File: src/rtl/cache_set_ctrl.sv
// ============================================================================
// cache_set_ctrl
//   Initiator-side controller for one 4-way cache set array. Accepts CPU
//   load/store requests and steps them through tag compare, optional dirty
//   write-back + evict, line fetch + fill and a re-compare, then signals
//   completion to the CPU. Backing memory is reached over a req/ack handshake.
//
//   Optional build macro: CACHE_CTRL_STATS_EN adds saturating hit/miss
//   counters (stat_hits, stat_misses). Undefined by default.
//
// Ports
//   clk, rst          clock, synchronous active-high reset
//   cpu_req/we/addr   CPU request (sampled only when idle)
//   cpu_ready/hit     one-cycle completion pulse, first-compare hit flag
//   set_index/tag     latched index/tag presented to the set array
//   set_en*           set strobes: enable, check, alloc, evict, change
//   set_hit/dirty/valid/victim_tag  status from the selected set
//   mem_req/we/addr   line-aligned memory request, held until mem_ack
//   mem_ack           memory completion
//   stat_hits/misses  (CACHE_CTRL_STATS_EN only) saturating counters
// ============================================================================
module cache_set_ctrl #(
    parameter int TAG_W    = 19,
    parameter int INDEX_W  = 9,
    parameter int OFFSET_W = 4
) (
    input  logic                                clk,
    input  logic                                rst,
    input  logic                                cpu_req,
    input  logic                                cpu_we,
    input  logic [TAG_W+INDEX_W+OFFSET_W-1:0]   cpu_addr,
    output logic                                cpu_ready,
    output logic                                cpu_hit,
    output logic [INDEX_W-1:0]                  set_index,
    output logic [TAG_W-1:0]                    set_tag,
    output logic                                set_en,
    output logic                                set_en_check,
    output logic                                set_en_alloc,
    output logic                                set_en_evict,
    output logic                                set_en_change,
    input  logic                                set_hit,
    input  logic                                set_dirty,
    input  logic                                set_valid,
    input  logic [TAG_W-1:0]                    set_victim_tag,
    output logic                                mem_req,
    output logic                                mem_we,
    output logic [TAG_W+INDEX_W+OFFSET_W-1:0]   mem_addr,
`ifdef CACHE_CTRL_STATS_EN
    output logic [15:0]                         stat_hits,
    output logic [15:0]                         stat_misses,
`endif
    input  logic                                mem_ack
);

    localparam int ADDR_W = TAG_W + INDEX_W + OFFSET_W;
    localparam int LINE_W = TAG_W + INDEX_W;

    typedef enum logic [2:0] {
        S_IDLE, S_COMPARE, S_UPDATE, S_WRITEBACK,
        S_EVICT, S_FETCH, S_FILL, S_RESPOND
    } state_t;

    state_t              r_state;
    logic [LINE_W-1:0]   r_line;        // {tag, index} of the request
    logic                r_we;
    logic                r_refill;      // set after a fill: next compare is the final one
    logic                r_first_hit;
    logic [TAG_W-1:0]    r_victim_tag;

    state_t              w_next_state;
    logic [LINE_W-1:0]   w_line;
    logic                w_we;
    logic                w_refill;
    logic                w_first_hit;
    logic [TAG_W-1:0]    w_victim_tag;

    // Offset bits never matter: memory traffic is whole lines.
    logic w_unused_offset;
    assign w_unused_offset = ^cpu_addr[OFFSET_W-1:0];

    assign set_tag   = r_line[LINE_W-1:INDEX_W];
    assign set_index = r_line[INDEX_W-1:0];

    // Next-state and next-latch values. The same values feed both the state
    // register and the output register, so outputs change on the very edge
    // the state does and stay purely Moore.
    always_comb begin
        // NOTE: every signal gets a default first so no path infers a latch.
        w_next_state = r_state;
        w_line       = r_line;
        w_we         = r_we;
        w_refill     = r_refill;
        w_first_hit  = r_first_hit;
        w_victim_tag = r_victim_tag;
        case (r_state)
            S_IDLE: begin
                if (cpu_req) begin
                    w_line       = cpu_addr[ADDR_W-1:OFFSET_W];
                    w_we         = cpu_we;
                    w_refill     = 1'b0;
                    w_next_state = S_COMPARE;
                end
            end
            S_COMPARE: begin
                if (!r_refill) w_first_hit = set_hit;
                if (set_hit) begin
                    w_next_state = r_we ? S_UPDATE : S_RESPOND;
                end else if (r_refill) begin
                    // Line was just filled and still misses: give up, no retry.
                    w_next_state = S_RESPOND;
                end else if (set_valid && set_dirty) begin
                    w_victim_tag = set_victim_tag;
                    w_next_state = S_WRITEBACK;
                end else begin
                    w_next_state = S_FETCH;
                end
            end
            S_UPDATE:    w_next_state = S_RESPOND;
            S_WRITEBACK: if (mem_ack) w_next_state = S_EVICT;
            S_EVICT:     w_next_state = S_FETCH;
            S_FETCH:     if (mem_ack) w_next_state = S_FILL;
            S_FILL: begin
                w_refill     = 1'b1;
                w_next_state = S_COMPARE;
            end
            S_RESPOND:   w_next_state = S_IDLE;
            default:     w_next_state = S_IDLE;
        endcase
    end

    always_ff @(posedge clk) begin
        if (rst) begin
            r_state       <= S_IDLE;
            r_line        <= '0;
            r_we          <= 1'b0;
            r_refill      <= 1'b0;
            r_first_hit   <= 1'b0;
            r_victim_tag  <= '0;
            cpu_ready     <= 1'b0;
            cpu_hit       <= 1'b0;
            set_en        <= 1'b0;
            set_en_check  <= 1'b0;
            set_en_alloc  <= 1'b0;
            set_en_evict  <= 1'b0;
            set_en_change <= 1'b0;
            mem_req       <= 1'b0;
            mem_we        <= 1'b0;
            mem_addr      <= '0;
        end else begin
            // NOTE: non-blocking assignments so every register samples
            // pre-edge values regardless of statement order.
            r_state       <= w_next_state;
            r_line        <= w_line;
            r_we          <= w_we;
            r_refill      <= w_refill;
            r_first_hit   <= w_first_hit;
            r_victim_tag  <= w_victim_tag;
            cpu_ready     <= (w_next_state == S_RESPOND);
            cpu_hit       <= (w_next_state == S_RESPOND) && w_first_hit;
            set_en        <= (w_next_state == S_UPDATE) || (w_next_state == S_FILL);
            set_en_check  <= (w_next_state == S_COMPARE);
            set_en_alloc  <= (w_next_state == S_FILL);
            set_en_evict  <= (w_next_state == S_EVICT);
            set_en_change <= (w_next_state == S_UPDATE);
            mem_req       <= (w_next_state == S_WRITEBACK) || (w_next_state == S_FETCH);
            mem_we        <= (w_next_state == S_WRITEBACK);
            case (w_next_state)
                S_WRITEBACK: mem_addr <= {w_victim_tag, w_line[INDEX_W-1:0], {OFFSET_W{1'b0}}};
                S_FETCH:     mem_addr <= {w_line, {OFFSET_W{1'b0}}};
                default:     mem_addr <= '0;
            endcase
        end
    end

`ifdef CACHE_CTRL_STATS_EN
    logic [15:0] r_stat_hits;
    logic [15:0] r_stat_misses;

    always_ff @(posedge clk) begin
        if (rst) begin
            r_stat_hits   <= '0;
            r_stat_misses <= '0;
        end else if (r_state == S_RESPOND) begin
            if (r_first_hit) begin
                if (r_stat_hits != 16'hFFFF) r_stat_hits <= r_stat_hits + 16'd1;
            end else begin
                if (r_stat_misses != 16'hFFFF) r_stat_misses <= r_stat_misses + 16'd1;
            end
        end
    end

    assign stat_hits   = r_stat_hits;
    assign stat_misses = r_stat_misses;
`endif

endmodule

File: config.mk
export PLATFORM = sky130hd
export DESIGN_NAME = cache_set_ctrl
export DESIGN_NICKNAME = d
export VERILOG_FILES = /design/src/rtl/cache_set_ctrl.sv
export SDC_FILE = /design/constraint.sdc
export NUM_CORES = 1
export LEC_CHECK = 0
export BUFFER_PORTS_ARGS = -buffer_cell sky130_fd_sc_hd__buf_2
export CORE_ASPECT_RATIO = 1.75
export CORE_MARGIN = 3
export CORE_UTILIZATION = 40
export CTS_CLUSTER_DIAMETER = 30
export DETAILED_ROUTE_END_ITERATION = 10
export PLACE_DENSITY = 0.66
export REMOVE_ABC_BUFFERS = 1
export SLEW_MARGIN = 10
export SYNTH_ARGS = -nofsm -noshare
export SYNTH_HDL_FRONTEND = slang
export SYNTH_SLANG_ARGS = --single-unit
File: constraint.sdc
create_clock -name clk -period 3.5 [get_ports clk]
set_clock_uncertainty 0.2 [all_clocks]
set_input_delay 0 -clock clk [delete_from_list [all_inputs] [get_ports clk]]
set_output_delay 0 -clock clk [all_outputs]
set_load 0.01 [all_outputs]
==> metrics.md <==
| Metric | Value |
|---|---|
| Dpl hpwl | 6530 um |
| All-Layer GR Usage | 0.192 |
| Tcrit/Tclk final | 0.772 |
| CTS tree | done |
| Root Driver | clkbuf_16 |
| Die H | 136 um |
| RSZ-0062 raised after global routing | false |
| Final setup margin | 0.799 ns |
| Worst slew pin tran | 1.23 ns |
| Mapped Cells | 356 |
| Avg Inst Size Synth | 10.8 sq um |
| PwrDens | 739 nW/um^2 |
| Final Setup Violations | 0 |
| Async set-reset flop share out of synthesis | 0 |
| TNS Setup | 0 ns |
| CTS Buf Count | 9 |
| I/O pin total | 128 |
| Worst-path clk slew | 0.06 ns |
| Initial antenna violation count | 0 |
| Reg2reg setup slack | 0.80 ns |
| Post-synth EDFFs | 0 |
| Vias in the first global route | 3294 |
| Cell area after layout | 5370 sq um |
| CP Data Required Time | 3.55 ns |
| Initial Utilization | 0.419 |
| GRT overflow | 0 |
| Layout cells sized above 1 | 0.354 |
| Port Buffers | 119 |
| Hold Crit Class | input pin to flop |
| Mean routed wirelength per cell | 15.9 um |
| Post-cts resize count | 0 |
| Core Area | 9210 sq um |
| Cell Area, Synth | 3860 sq um |
| Post-Place Cells | 570 |
| Min Clock Period, post-route | 2.70 ns |
| Vias per inst | 5.03 |
| CP endpoint kind | flop |
| First-pass GRT wire length | 16100 um |
| Post-layout power | 3.97 mW |
| Die ar. | 10900 sq um |
| Die X | 80.3 um |
| H-Tree Depth | 3 |
| WS Path Type | flop to flop |
| Seq/Total Area, Yosys | 0.467 |
| # DRC | 0 |
| Synth-to-Final Area Change | 39.2% |
| Placed cell areas | 4480 sq um |
| Initial DRC Count | 121 |
| Achievable Freq | 370 MHz |
| Clock sinks | 90 |
| Post-CTS setup buffers | 0 |
| Post-Route WL | 10200 um |
| DRT Pass-1 Iters | 4 |
| Synth Register Bits | 90 |
| Hold Fails Final Rpt | 0 |
| Crit path max fanout | 18 |
| Ys Warns | 0 |
| Ys flop type | dfxtp_1 |
| Later-pin clock latency in the skew report | 0.34 ns |
| CP arrival | 2.75 ns |
| Final slew viol count | 0 |
| Largest net degree at the start of global routing | 39 |
| Leak pwr | 2.40 nW |
| Fin nets | 576 |
| # hold bufs at CTS | 56 |
| Std cell rows | 46 |
| Antenna cell count | 0 |
| Vias | 3230 |
| Peak VDD IR | 0.376 mV |
| Non-Filler Instances | 642 |
| Gpl congestion | 0.828 |
| Max-Cap Viols | 0 |
| Outcome | finished clean |
| Pre-CTS WS | 0.811 ns |
| CTS Buffer Depth | 2 |
| Critical Path Source Type | flop |
| Post-synthesis cell type count | 43 |
| ANT nets after route | 0 |
| Slew headroom | 0.177 |
==> report_power, final <==
part           switching [mW]  internal (mW)  total (mW)  leakage (nW)
logic                    1.03          0.608        1.64          1.50
registers              0.0897           1.19        1.28         0.731
clock network           0.403          0.647        1.05         0.163
==> layout make-up <==
type	count	area (sq um)
Sequential cell	90	1800
Fill cell	804	3840
Clock inverter	6	87.6
Tap cell	120	150
Clock buffer	10	239
Timing Repair Buffer	182	1210
Inverter	21	78.8
Multi-Input combinational cell	213	1810
==> worst paths after layout <==
check / start / to / cells past startpoint
hold / removal: mem_ack / set_en_check / 5
setup / recovery: r_state[0] / mem_addr[30] / 5
setup reg to reg: r_state[0] / mem_addr[30] / 5
hold reg to reg: r_first_hit / r_first_hit / 2
==> registers in the layout (all words and copies together) (netlist names), 3 cells and up <==
name,cells
mem_addr,28
r_line,28
r_state,3
r_victim_tag,19
==> worst max-delay path: stages, from the launching register on <==
cell      delay (ns)
dfxtp_1         0.47
or3b_1          0.55
o221ai_4        0.22
nand3_2         0.47
buf_4           0.41
o32ai_2         0.27
==> cells by family after synthesis <==
group,count (synthesis),share of synthesized area
buffers and inverters,56,0.0739
and+or+nand+nor,98,0.158
DFF,90,0.467
muxes,48,0.131
AOI/OAI and AO/OA,63,0.170
other,1,0.000972
==> routing by layer <==
layer	vias up	wire length, um	track usage
met1	1555	3990	0.215
met4	0	318	0.0959
met2	87	5540	0.343
met5	-	0	0
li1	1568	-	-
met3	20	387	0.0312
==> cell usage after synthesis (2+ instances only) <==
library cell | number | area, sq um
a2111oi_2 | 5 | 75.1
a2111oi_4 | 3 | 82.6
a211oi_1 | 2 | 15.0
a21oi_1 | 5 | 25.0
and2_1 | 20 | 125
buf_1 | 2 | 7.51
buf_2 | 6 | 30.0
buf_4 | 6 | 45.0
buf_6 | 6 | 67.6
clkbuf_1 | 15 | 56.3
dfxtp_1 | 90 | 1800
inv_1 | 21 | 78.8
mux2_2 | 19 | 214
mux2i_1 | 29 | 290
nand2b_1 | 3 | 18.8
nand3_1 | 2 | 10.0
nor2_1 | 12 | 45.0
nor2b_1 | 40 | 250
nor3_1 | 8 | 40.0
nor3b_1 | 2 | 15.0
o211ai_1 | 19 | 143
o21ai_0 | 3 | 15.0
o32ai_1 | 12 | 105
o32ai_2 | 7 | 114
==> through the flow <==
step / hold WS (ns) / utilization
4_1_cts: 0.00913 / 0.583
3_3_place_gp: 0.0589 / 0.487
2_1_floorplan: -0.136 / -
6_report: 0.0182 / 0.583
3_5_place_dp: 0.0614 / 0.487
5_1_grt: 0.0506 / 0.583
==> layout by cell type (no fill, tap or decap), types with 4 or more instances in the layout <==
cell / count
o32ai_1: 12
a21oi_1: 5
inv_1: 21
buf_2: 119
o211ai_1: 19
nor2_1: 12
mux2i_1: 29
a2111oi_2: 5
nor3_1: 8
conb_1: 4
dfxtp_1: 90
mux2_2: 19
o32ai_2: 7
buf_4: 7
clkbuf_16: 9
nor2b_1: 40
dlygate4sd3_1: 56
and2_1: 20
Power figures use the tool's default switching activity.
